### src/rtl/sfx_pkg.sv
// Shared types for the sound-effect arbiter.
//   state_t : arbiter FSM states
//   SFX_*   : sound ids (index into req[] and the note ROM)
//   note_t  : one ROM entry; half_period in clk cycles (0 = rest),
//             dur in prescaler ticks (0 = end of sound)
package sfx_pkg;

   localparam int ID_W = 2;

   typedef enum logic [1:0] {
      ST_IDLE = 2'd0,
      ST_LOAD = 2'd1,
      ST_PLAY = 2'd2,
      ST_NEXT = 2'd3
   } state_t;

   localparam logic [ID_W-1:0] SFX_STEP  = 2'd0;
   localparam logic [ID_W-1:0] SFX_FIGHT = 2'd1;
   localparam logic [ID_W-1:0] SFX_CATCH = 2'd2;
   localparam logic [ID_W-1:0] SFX_END   = 2'd3;

   typedef struct packed {
      logic [17:0] half_period;
      logic [7:0]  dur;
   } note_t;

   function automatic note_t mk_note(input logic [17:0] hp, input logic [7:0] d);
      note_t n;
      n.half_period = hp;
      n.dur         = d;
      return n;
   endfunction

endpackage

### src/rtl/sfx_note_rom.sv
// Note table for all sounds, registered read (data valid one cycle after addr).
//   clk, reset_n : clock, async active-low reset (clears the output register)
//   addr         : {sound id, note index}
//   note_q       : registered note entry; unlisted entries read as dur 0 (end)
module sfx_note_rom import sfx_pkg::*; #(
   parameter int IDX_W = 3
) (
   input  logic                  clk,
   input  logic                  reset_n,
   input  logic [ID_W+IDX_W-1:0] addr,
   output note_t                 note_q
);

   logic [ID_W-1:0]  id;
   logic [IDX_W-1:0] idx;
   note_t            note_d;

   assign id  = addr[ID_W+IDX_W-1:IDX_W];
   assign idx = addr[IDX_W-1:0];

   always_comb begin
      note_d = '0;
      case (id)
         SFX_STEP: begin
            case (idx)
               IDX_W'(0): note_d = mk_note(18'd3, 8'd2);
               IDX_W'(1): note_d = mk_note(18'd0, 8'd5);
               default:   note_d = '0;
            endcase
         end
         SFX_FIGHT: begin
            case (idx)
               IDX_W'(0): note_d = mk_note(18'd2, 8'd3);
               IDX_W'(1): note_d = mk_note(18'd4, 8'd2);
               default:   note_d = '0;
            endcase
         end
         SFX_CATCH: begin
            case (idx)
               IDX_W'(0): note_d = mk_note(18'd5, 8'd2);
               default:   note_d = '0;
            endcase
         end
         default: begin
            case (idx)
               IDX_W'(0): note_d = mk_note(18'd2, 8'd1);
               IDX_W'(1): note_d = mk_note(18'd3, 8'd1);
               IDX_W'(2): note_d = mk_note(18'd1, 8'd2);
               default:   note_d = '0;
            endcase
         end
      endcase
   end

   always_ff @(posedge clk or negedge reset_n) begin
      if (!reset_n) note_q <= '0;
      else          note_q <= note_d;
   end

endmodule

### src/rtl/sfx_arbiter.sv
// Sound-effect arbiter: latches one-cycle requests, plays the highest pending
// sound from the note ROM as a square wave, pulses done on normal completion.
//   clk, reset_n : clock, async active-low reset
//   req[3:0]     : request pulses (0 step, 1 fight start, 2 catch, 3 ending jingle)
//   audio_out    : square-wave drive
//   busy         : high in every state except IDLE
//   active_id    : id being played, 0 when idle
//   done         : one-cycle pulse when a sound ends normally
// Build option: define SFX_PREEMPT_EN to let a strictly higher pending id
// abort the sound in progress (no done for the aborted sound).
//
// state | meaning
// IDLE  | nothing playing; grants highest pending id
// LOAD  | ROM entry for {id, idx} being read
// PLAY  | tone (or rest) running for dur prescaler ticks
// NEXT  | prefetched next entry checked; continue or finish with done
module sfx_arbiter import sfx_pkg::*; #(
   parameter int TICK_DIV  = 100000,
   parameter int NOTES_MAX = 8
) (
   input  logic            clk,
   input  logic            reset_n,
   input  logic [3:0]      req,
   output logic            audio_out,
   output logic            busy,
   output logic [ID_W-1:0] active_id,
   output logic            done
);

   localparam int IDX_W  = (NOTES_MAX > 1) ? $clog2(NOTES_MAX) : 1;
   localparam int TICK_W = (TICK_DIV > 1) ? $clog2(TICK_DIV) : 1;
   localparam logic [IDX_W-1:0]  IDX_LAST    = IDX_W'(NOTES_MAX - 1);
   localparam logic [TICK_W-1:0] TICK_RELOAD = TICK_W'(TICK_DIV - 1);

   state_t              state_q, state_d;
   logic [3:0]          pending_q, pending_d;
   logic [ID_W-1:0]     id_q, id_d;
   logic [IDX_W-1:0]    idx_q, idx_d;
   logic [17:0]         hp_q, hp_d;
   logic [17:0]         hp_cnt_q, hp_cnt_d;
   logic [TICK_W-1:0]   tick_cnt_q, tick_cnt_d;
   logic [7:0]          dur_cnt_q, dur_cnt_d;
   logic                audio_q, audio_d;
   logic                done_q, done_d;

   logic [ID_W-1:0]       grant_id;
   logic                  preempt_hit;
   logic                  grant_take;
   logic [3:0]            clr_mask;
   logic [IDX_W-1:0]      idx_inc;
   logic [17:0]           hp_next;
   logic [ID_W+IDX_W-1:0] rom_addr;
   note_t                 rom_q;

   sfx_note_rom #(.IDX_W(IDX_W)) u_rom (
      .clk     (clk),
      .reset_n (reset_n),
      .addr    (rom_addr),
      .note_q  (rom_q)
   );

   always_comb begin
      if      (pending_q[3]) grant_id = SFX_END;
      else if (pending_q[2]) grant_id = SFX_CATCH;
      else if (pending_q[1]) grant_id = SFX_FIGHT;
      else                   grant_id = SFX_STEP;
   end

`ifdef SFX_PREEMPT_EN
   // grant_id is 0 with nothing pending, so the compare alone implies a pending bit
   assign preempt_hit = (state_q != ST_IDLE) && (grant_id > id_q);
`else
   assign preempt_hit = 1'b0;
`endif

   assign grant_take = ((state_q == ST_IDLE) && (pending_q != 4'b0000)) || preempt_hit;
   assign clr_mask   = grant_take ? (4'b0001 << grant_id) : 4'b0000;
   assign idx_inc    = idx_q + 1'b1;
   assign hp_next    = hp_cnt_q + 18'd1;

   // ROM is addressed one step ahead: entry 0 of the grant from IDLE, and the
   // following entry while playing so NEXT can see whether the sound continues.
   always_comb begin
      if (grant_take)              rom_addr = {grant_id, {IDX_W{1'b0}}};
      else if (state_q == ST_LOAD) rom_addr = {id_q, idx_q};
      else                         rom_addr = {id_q, idx_inc};
   end

   always_comb begin
      state_d    = state_q;
      pending_d  = (pending_q & ~clr_mask) | req;
      id_d       = id_q;
      idx_d      = idx_q;
      hp_d       = hp_q;
      hp_cnt_d   = hp_cnt_q;
      tick_cnt_d = tick_cnt_q;
      dur_cnt_d  = dur_cnt_q;
      audio_d    = 1'b0;
      done_d     = 1'b0;

      if (grant_take) begin
         state_d = ST_LOAD;
         id_d    = grant_id;
         idx_d   = '0;
      end else begin
         case (state_q)
            ST_LOAD: begin
               if (rom_q.dur == 8'd0) begin
                  state_d = ST_IDLE;
                  done_d  = 1'b1;
               end else begin
                  state_d    = ST_PLAY;
                  hp_d       = rom_q.half_period;
                  hp_cnt_d   = '0;
                  tick_cnt_d = TICK_RELOAD;
                  dur_cnt_d  = rom_q.dur;
                  audio_d    = (rom_q.half_period != 18'd0);
               end
            end
            ST_PLAY: begin
               audio_d = audio_q;
               if (hp_q == 18'd0) begin
                  audio_d = 1'b0;
               end else if (hp_next == hp_q) begin
                  audio_d  = ~audio_q;
                  hp_cnt_d = '0;
               end else begin
                  hp_cnt_d = hp_next;
               end
               if (tick_cnt_q == '0) begin
                  tick_cnt_d = TICK_RELOAD;
                  if (dur_cnt_q == 8'd1) begin
                     state_d   = ST_NEXT;
                     dur_cnt_d = 8'd0;
                     audio_d   = 1'b0;
                  end else begin
                     dur_cnt_d = dur_cnt_q - 8'd1;
                  end
               end else begin
                  tick_cnt_d = tick_cnt_q - 1'b1;
               end
            end
            ST_NEXT: begin
               if ((idx_q != IDX_LAST) && (rom_q.dur != 8'd0)) begin
                  state_d = ST_LOAD;
                  idx_d   = idx_inc;
               end else begin
                  state_d = ST_IDLE;
                  done_d  = 1'b1;
               end
            end
            default: ;
         endcase
      end
   end

   always_ff @(posedge clk or negedge reset_n) begin
      if (!reset_n) begin
         state_q    <= ST_IDLE;
         pending_q  <= '0;
         id_q       <= '0;
         idx_q      <= '0;
         hp_q       <= '0;
         hp_cnt_q   <= '0;
         tick_cnt_q <= '0;
         dur_cnt_q  <= '0;
         audio_q    <= 1'b0;
         done_q     <= 1'b0;
      end else begin
         state_q    <= state_d;
         pending_q  <= pending_d;
         id_q       <= id_d;
         idx_q      <= idx_d;
         hp_q       <= hp_d;
         hp_cnt_q   <= hp_cnt_d;
         tick_cnt_q <= tick_cnt_d;
         dur_cnt_q  <= dur_cnt_d;
         audio_q    <= audio_d;
         done_q     <= done_d;
      end
   end

   assign busy      = (state_q != ST_IDLE);
   assign active_id = busy ? id_q : '0;
   assign audio_out = audio_q;
   assign done      = done_q;

endmodule
### config.mk
export PLATFORM = sky130hd
export DESIGN_NAME = sfx_arbiter
export DESIGN_NICKNAME = d
export VERILOG_FILES = /design/src/rtl/sfx_pkg.sv /design/src/rtl/sfx_note_rom.sv /design/src/rtl/sfx_arbiter.sv
export SDC_FILE = /design/constraint.sdc
export NUM_CORES = 1
export LEC_CHECK = 0
export ABC_AREA = 0
export CAP_MARGIN = 20
export CORE_AREA = 4 4 85 87
export DETAILED_ROUTE_END_ITERATION = 10
export DIE_AREA = 0 0 89 91
export HOLD_SLACK_MARGIN = 0.08
export PLACE_DENSITY_LB_ADDON = 0.05
export SLEW_MARGIN = 20
export SYNTH_ARGS = -nofsm -noshare
export SYNTH_HDL_FRONTEND = slang
export SYNTH_SLANG_ARGS = --single-unit
export TNS_END_PERCENT = 5
### constraint.sdc
create_clock -name clk -period 3.52 [get_ports clk]
set_clock_uncertainty 0.1 [all_clocks]
set_input_delay 0.352 -clock clk [delete_from_list [all_inputs] [get_ports clk]]
set_output_delay 0.352 -clock clk [all_outputs]
set_load 0.02 [all_outputs]
## After elaboration in Yosys (flattened, before gate mapping)

Index checks and enable logic that the tools add are counted.

| storage, ports and cells | value |
|---|---|
| input bits | 6 |
| word-level logic and storage cells | 103 |
| register bits after elaboration | 100 |
| output and inout port bits | 5 |

| operators by class | value |
|---|---|
| muxes and demuxes | 43 |
| bitwise gates (word level) | 6 |
| eq/ne operators | 15 |
| shift-type cells | 1 |
| reductions and logical operators | 22 |
| add/subtract/negate cells | 4 |

Operator list:

| kind | number |
|---|---|
| case mux 26 bit (3 select lines) | 1 |
| two-way mux 18 bit | 3 |
| case mux 18 bit (2 select lines) | 1 |
| two-way mux 17 bit | 2 |
| case mux 17 bit (2 select lines) | 1 |
| case mux 10 bit (3 select lines) | 1 |
| two-way mux 8 bit | 3 |
| case mux 11 bit (2 select lines) | 1 |
| case mux 10 bit (2 select lines) | 1 |
| adder 18 x 1 -> 18 bit, second input constant | 1 |
| equality test 18 bit | 1 |
| logical NOT 18 bit | 1 |
| nonzero test 18 bit | 1 |
| logical NOT 17 bit | 1 |
| subtractor 17 x 1 -> 17 bit, second input constant | 1 |
| case mux 8 bit (2 select lines) | 1 |
| two-way mux 2 bit | 7 |
| two-way mux 3 bit | 4 |
| two-way mux 1 bit | 11 |
| two-way mux 11 bit | 1 |
| != test 3 bit, second input constant | 3 |
| AND reduction 3 bit | 3 |
| equality test 8 x 1 -> 1 bit, second input constant | 1 |
| logical NOT 8 bit | 1 |
| other kinds (24) | 39 |

## Longest topological paths before layout

| logic depth | value |
|---|---|
| depth in word-level cells | 8 |
| depth in mapped cells | 9 |
| depth with buffers taken out | 9 |

## Modules after synthesis

From an unflattened synthesis, not the netlist that was laid out.

| unflattened totals | value |
|---|---|
| cells, all modules | 535 |
| area total of the unflattened synthesis | 5207.5 sq um |

Modules (own cells, without submodules):

| module | area an instance (sq um) | seq. area each (sq um) | cells an instance | times used |
|---|---|---|---|---|
| sfx_arbiter | 4752.1 | 1851.8 | 489 | 1 |
| sfx_note_rom | 455.4 | 150.1 | 46 | 1 |

## Least setup slack after synthesis

Ideal clock, no wire load.

| path | value |
|---|---|
| path kind | register to register |
| start point | register hp_cnt_q[0] |
| end point | register hp_cnt_q[0] |
| period minus slack after synthesis | 2.889 ns |
| path slack | 0.631 ns |
| cell stages (with the launch flop) | 10 |
| setup time | 0.125 ns |
| arrival time | 2.664 ns |
| data required time | 3.295 ns |
| buffers on the path | 1 |
| cells stage by stage | dfrtp_1 ha_1 nand3_2 buf_2 nor3_1 mux2_2 o22a_1 o41ai_4 nor2_4 mux2_2 |

| on the way | value |
|---|---|
| longest elaborated chain between the ends | 5 |

Ends and longest elaborated chain:

| what | line | text |
|---|---|---|
| start, declared | sfx_arbiter.sv:40 | `logic [17:0] hp_cnt_q, hp_cnt_d;` |
| start signal, assigned | sfx_arbiter.sv:175 | `hp_cnt_q <= hp_cnt_d;` |
| adder 18 x 1 -> 18 bit * | sfx_arbiter.sv:79 | `assign hp_next = hp_cnt_q + 18'd1;` |
| equality test 18 bit | sfx_arbiter.sv:124 | `end else if (hp_next == hp_q) begin` |
| two-way mux 18 bit * | sfx_arbiter.sv:124 |  |
| two-way mux 18 bit * | sfx_arbiter.sv:122 | `if (hp_q == 18'd0) begin` |
| case mux 18 bit (2 select lines) * | sfx_arbiter.sv:106 | `case (state_q)` |

Every way passes the cells marked *; elsewhere a longest branch is shown, timed or not. The select of a mux whose other input is x is not followed.
A chain may end at the register's enable or synchronous reset.

## Worst setup path after layout

Same ends and word-level chain as after synthesis.

==> results.yml <==
run_status:
  outcome: "completed"
sta:
  finalSetupTns_ps: 0
  finalHoldWorstSlack_ps: 402
  finalCritPeriodShare: 0.897
  setup_viol: 0
  min_period_ps: 3160
  tightest_slew_ps: 680
  relSlewSlack: 0.545
  final_hold_viol_count: 0
  rsz0062_at_grt: "false"
  fmax_ghz: 0.317
  drv_slew: 0
die:
  die_x_um: 89
  start_util: 0.617
  rows: 29
  pin_count: 11
  dieArea_um2: 8100
  core_um2: 6350
  chipHeight_um: 91
global_routing:
  grt_use_total: 0.206
  grt_overflow_total: 0
  grt_pass1_vias: 2788
  grt_max_degree: 24
  grt_pass1_wl_um: 13300
  antenna_found_initial: 0
drt:
  ant_nets: 0
  via_per_inst: 5.99
  wire_per_inst_um: 15.3
  drt-initial-drc-count: 112
  finalWirelength_um: 7690
  firstDrtPassIters: 4
  num_vias: 3013
  drc: 0
power_and_ir_drop:
  powerDensity_nw_per_um2: 701
  p_int_uw: 1680
  seqPwrFrac: 0.343
  pwr-share-clk: 0.186
  switching_share: 0.430
  peakVddDrop_uv: 517
  power.leakage_uw: 0.00173
  p_switching_uw: 1260
  p_comb_frac: 0.471
layout:
  fin_util: 0.660
  final_nets: 438
  diodes: 0
  fillers: 529
  postLayoutCellArea_um2: 4190
  syn_to_final_growth_pct: 7.09
  drive_gt1_frac: 0.124
critical_path:
  arrival_ps: 3280
  endpoint_kind: "flip-flop"
  cp_data_required_time_ps: 3640
  crit_fanout: 10
  critPathBufInv: 0
  path_delay_family: "compound AO/OA/AOI/OAI gates"
  crit_slowest_cell: "o41ai_4"
  worstSetupPathType: "flip-flop to flip-flop"
  worst_setup_path_start_kind: "flip-flop"
  max_stage_delay_ps: 650
  path_common_cell: "mux2_2"
  timing.critical_path.cells: "ha_1 > nand3_2 > nor3_1 > mux2_2 > o22a_1 > o41ai_4 > nor2_4 > mux2_2"
logic_synthesis:
  synth_top_area_frac: 0.415
  synth.most_common_cell: "dfrtp_1"
  seq_area_frac_synth: 0.415
  synth_cell_types: 69
  synth_area_um2: 3920
  syn_nets: 427
  synth_compound_area_frac: 0.186
  synth-main-ff-cell: "dfrtp_1"
  synthAdderAreaFrac: 0.0319
  ys_seq_elements: 65
  synthSimpleGateAreaFrac: 0.241
  synth-edff-count: 0
  yosys_warnings: 0
  synth_xor_area_frac: 0.0492
  syn_inst: 411
  synth_area_leaders: "dfrtp_1 42%, nor2_1 4.2%, o21ai_0 3.6%, xnor2_1 3.6%, nand2_1 3.3%"
  synthMuxAreaShare: 0.0300
  synth_top_family_by_area: "simple AND/OR/NAND/NOR gates"
  yosysTopAreaCell: "dfrtp_1"
  netlist_top_cells_count: "65 x dfrtp_1, 44 x nor2_1, 34 x nand2_1"
  syn_avg_cell_area_um2: 9.53
  synth-async-reset-ratio: 1.00
clock_tree:
  cts-htree-levels: 3
  clock_sinks: 65
  root_buffer: "clkbuf_8"
  cts_made_buffers: 9
  clk_pin_slew_worst_paths_ps: 70
  cts_tree: "yes"
  clock_latency_ps: 340
  cts_buffer_depth: 2
  post-cts-setup-buffers: 0
worst_hold_path:
  hold_class: "input pin to async pin"
placed_design:
  portBuffers: 10
  dp_hpwl_um: 5480
  place_area_um2: 4020
  place.gp.congestion: 0.839
run:
  max-cap-violations: 0
[power by group through the flow]
| stage | Combinational, uW | Sequential, uW | Clock, uW |
|---|---|---|---|
| after CTS | 1390 | 1010 | 565 |
| after detailed placement | 1380 | 1020 | 0 |
| final | 1380 | 1010 | 548 |
| after global placement | 1350 | 1020 | 0 |
| after floorplan | 1070 | 995 | 0 |
| after global routing | 1560 | 1030 | 596 |
[sequential cells by signal, summed over array words and instances, names as in the netlist]
register,flops
tick_cnt_q,17
pending_q,4
audio_out,1
id_q,2
hp_q,3
idx_q,3
dur_cnt_q,8
done,1
u_rom.note_q,6
state_q,2
hp_cnt_q,18
[through the flow]
| stage | setup WS, ps | power [uW] | std cells |
|---|---|---|---|
| 4_1_cts | 393 | 2960 | 503 |
| 3_3_place_gp | 447 | 2370 | 487 |
| 3_5_place_dp | 393 | 2400 | 487 |
| 2_1_floorplan | 631 | 2070 | 411 |
| 5_1_grt | 198 | 3180 | 503 |
| 6_report | 364 | 2940 | 503 |
[layer usage]
layer / GRT usage / routed length [um]
met1: 0.286 / 3600
met2: 0.321 / 3680
met3: 0.0407 / 296
met4: 0.0707 / 117
met5: 0 / 0
[logic make-up (layout without fill, tap and decap cells)]
kind of cell,after synthesis,count (layout)
compound gates,101,101
xor+xnor,22,22
fa+ha+maj,10,10
buf+inv,30,45
flops,65,65
mux,11,11
simple gates,172,172
[worst register-to-register path, stage by stage, from the launching register on]
cell and delay [ps]:
dfrtp_1 460, ha_1 310, nand3_2 200, nor3_1 300, mux2_2 360, o22a_1 230, o41ai_4 650, nor2_4 140
mux2_2 300
[cell usage in the layout (no fill, tap or decap), types with 10 or more instances in the layout]
master and instances:
dfrtp_1 65, nor2_1 44, nand2_1 34, o21ai_0 28, a21oi_1 18, nor3_1 17, xnor2_1 16, nand3_1 16
inv_1 12, a22o_1 12, ha_1 10, clkbuf_8 10
[timing repair]
| action | in CTS | in global routing |
|---|---|---|
| hold endpoints to repair | 19 | 0 |
| hold buffers | 1 | 0 |
| gates resized for setup | 0 | 0 |
[worst paths after layout]
path	startpoint	to	slack (ps)	depth (start not counted)
setup / recovery	hp_cnt_q[0]	hp_cnt_q[0]	360	8
hold / removal	reset_n	hp_cnt_q[7]	400	2
setup reg to reg	hp_cnt_q[0]	hp_cnt_q[0]	360	8
hold reg to reg	u_rom.note_q[10]	hp_q[2]	410	1
max in group asynchronous	reset_n	tick_cnt_q[16]	2240	3
min in group clk	u_rom.note_q[10]	hp_q[2]	410	1
[layout make-up]
class | instances | area, um2 | share of cell area
sequential | 65 | 1630 | 0.388
multi-input combinational | 316 | 2110 | 0.502
clock buffer | 11 | 141 | 0.0337
tap | 77 | 96.3 | 0.0230
inverter | 12 | 45.0 | 0.0107
timing repair buffer | 18 | 158 | 0.0376
clock inverter | 4 | 20.0 | 0.00477
Power figures use the tool's default switching activity.
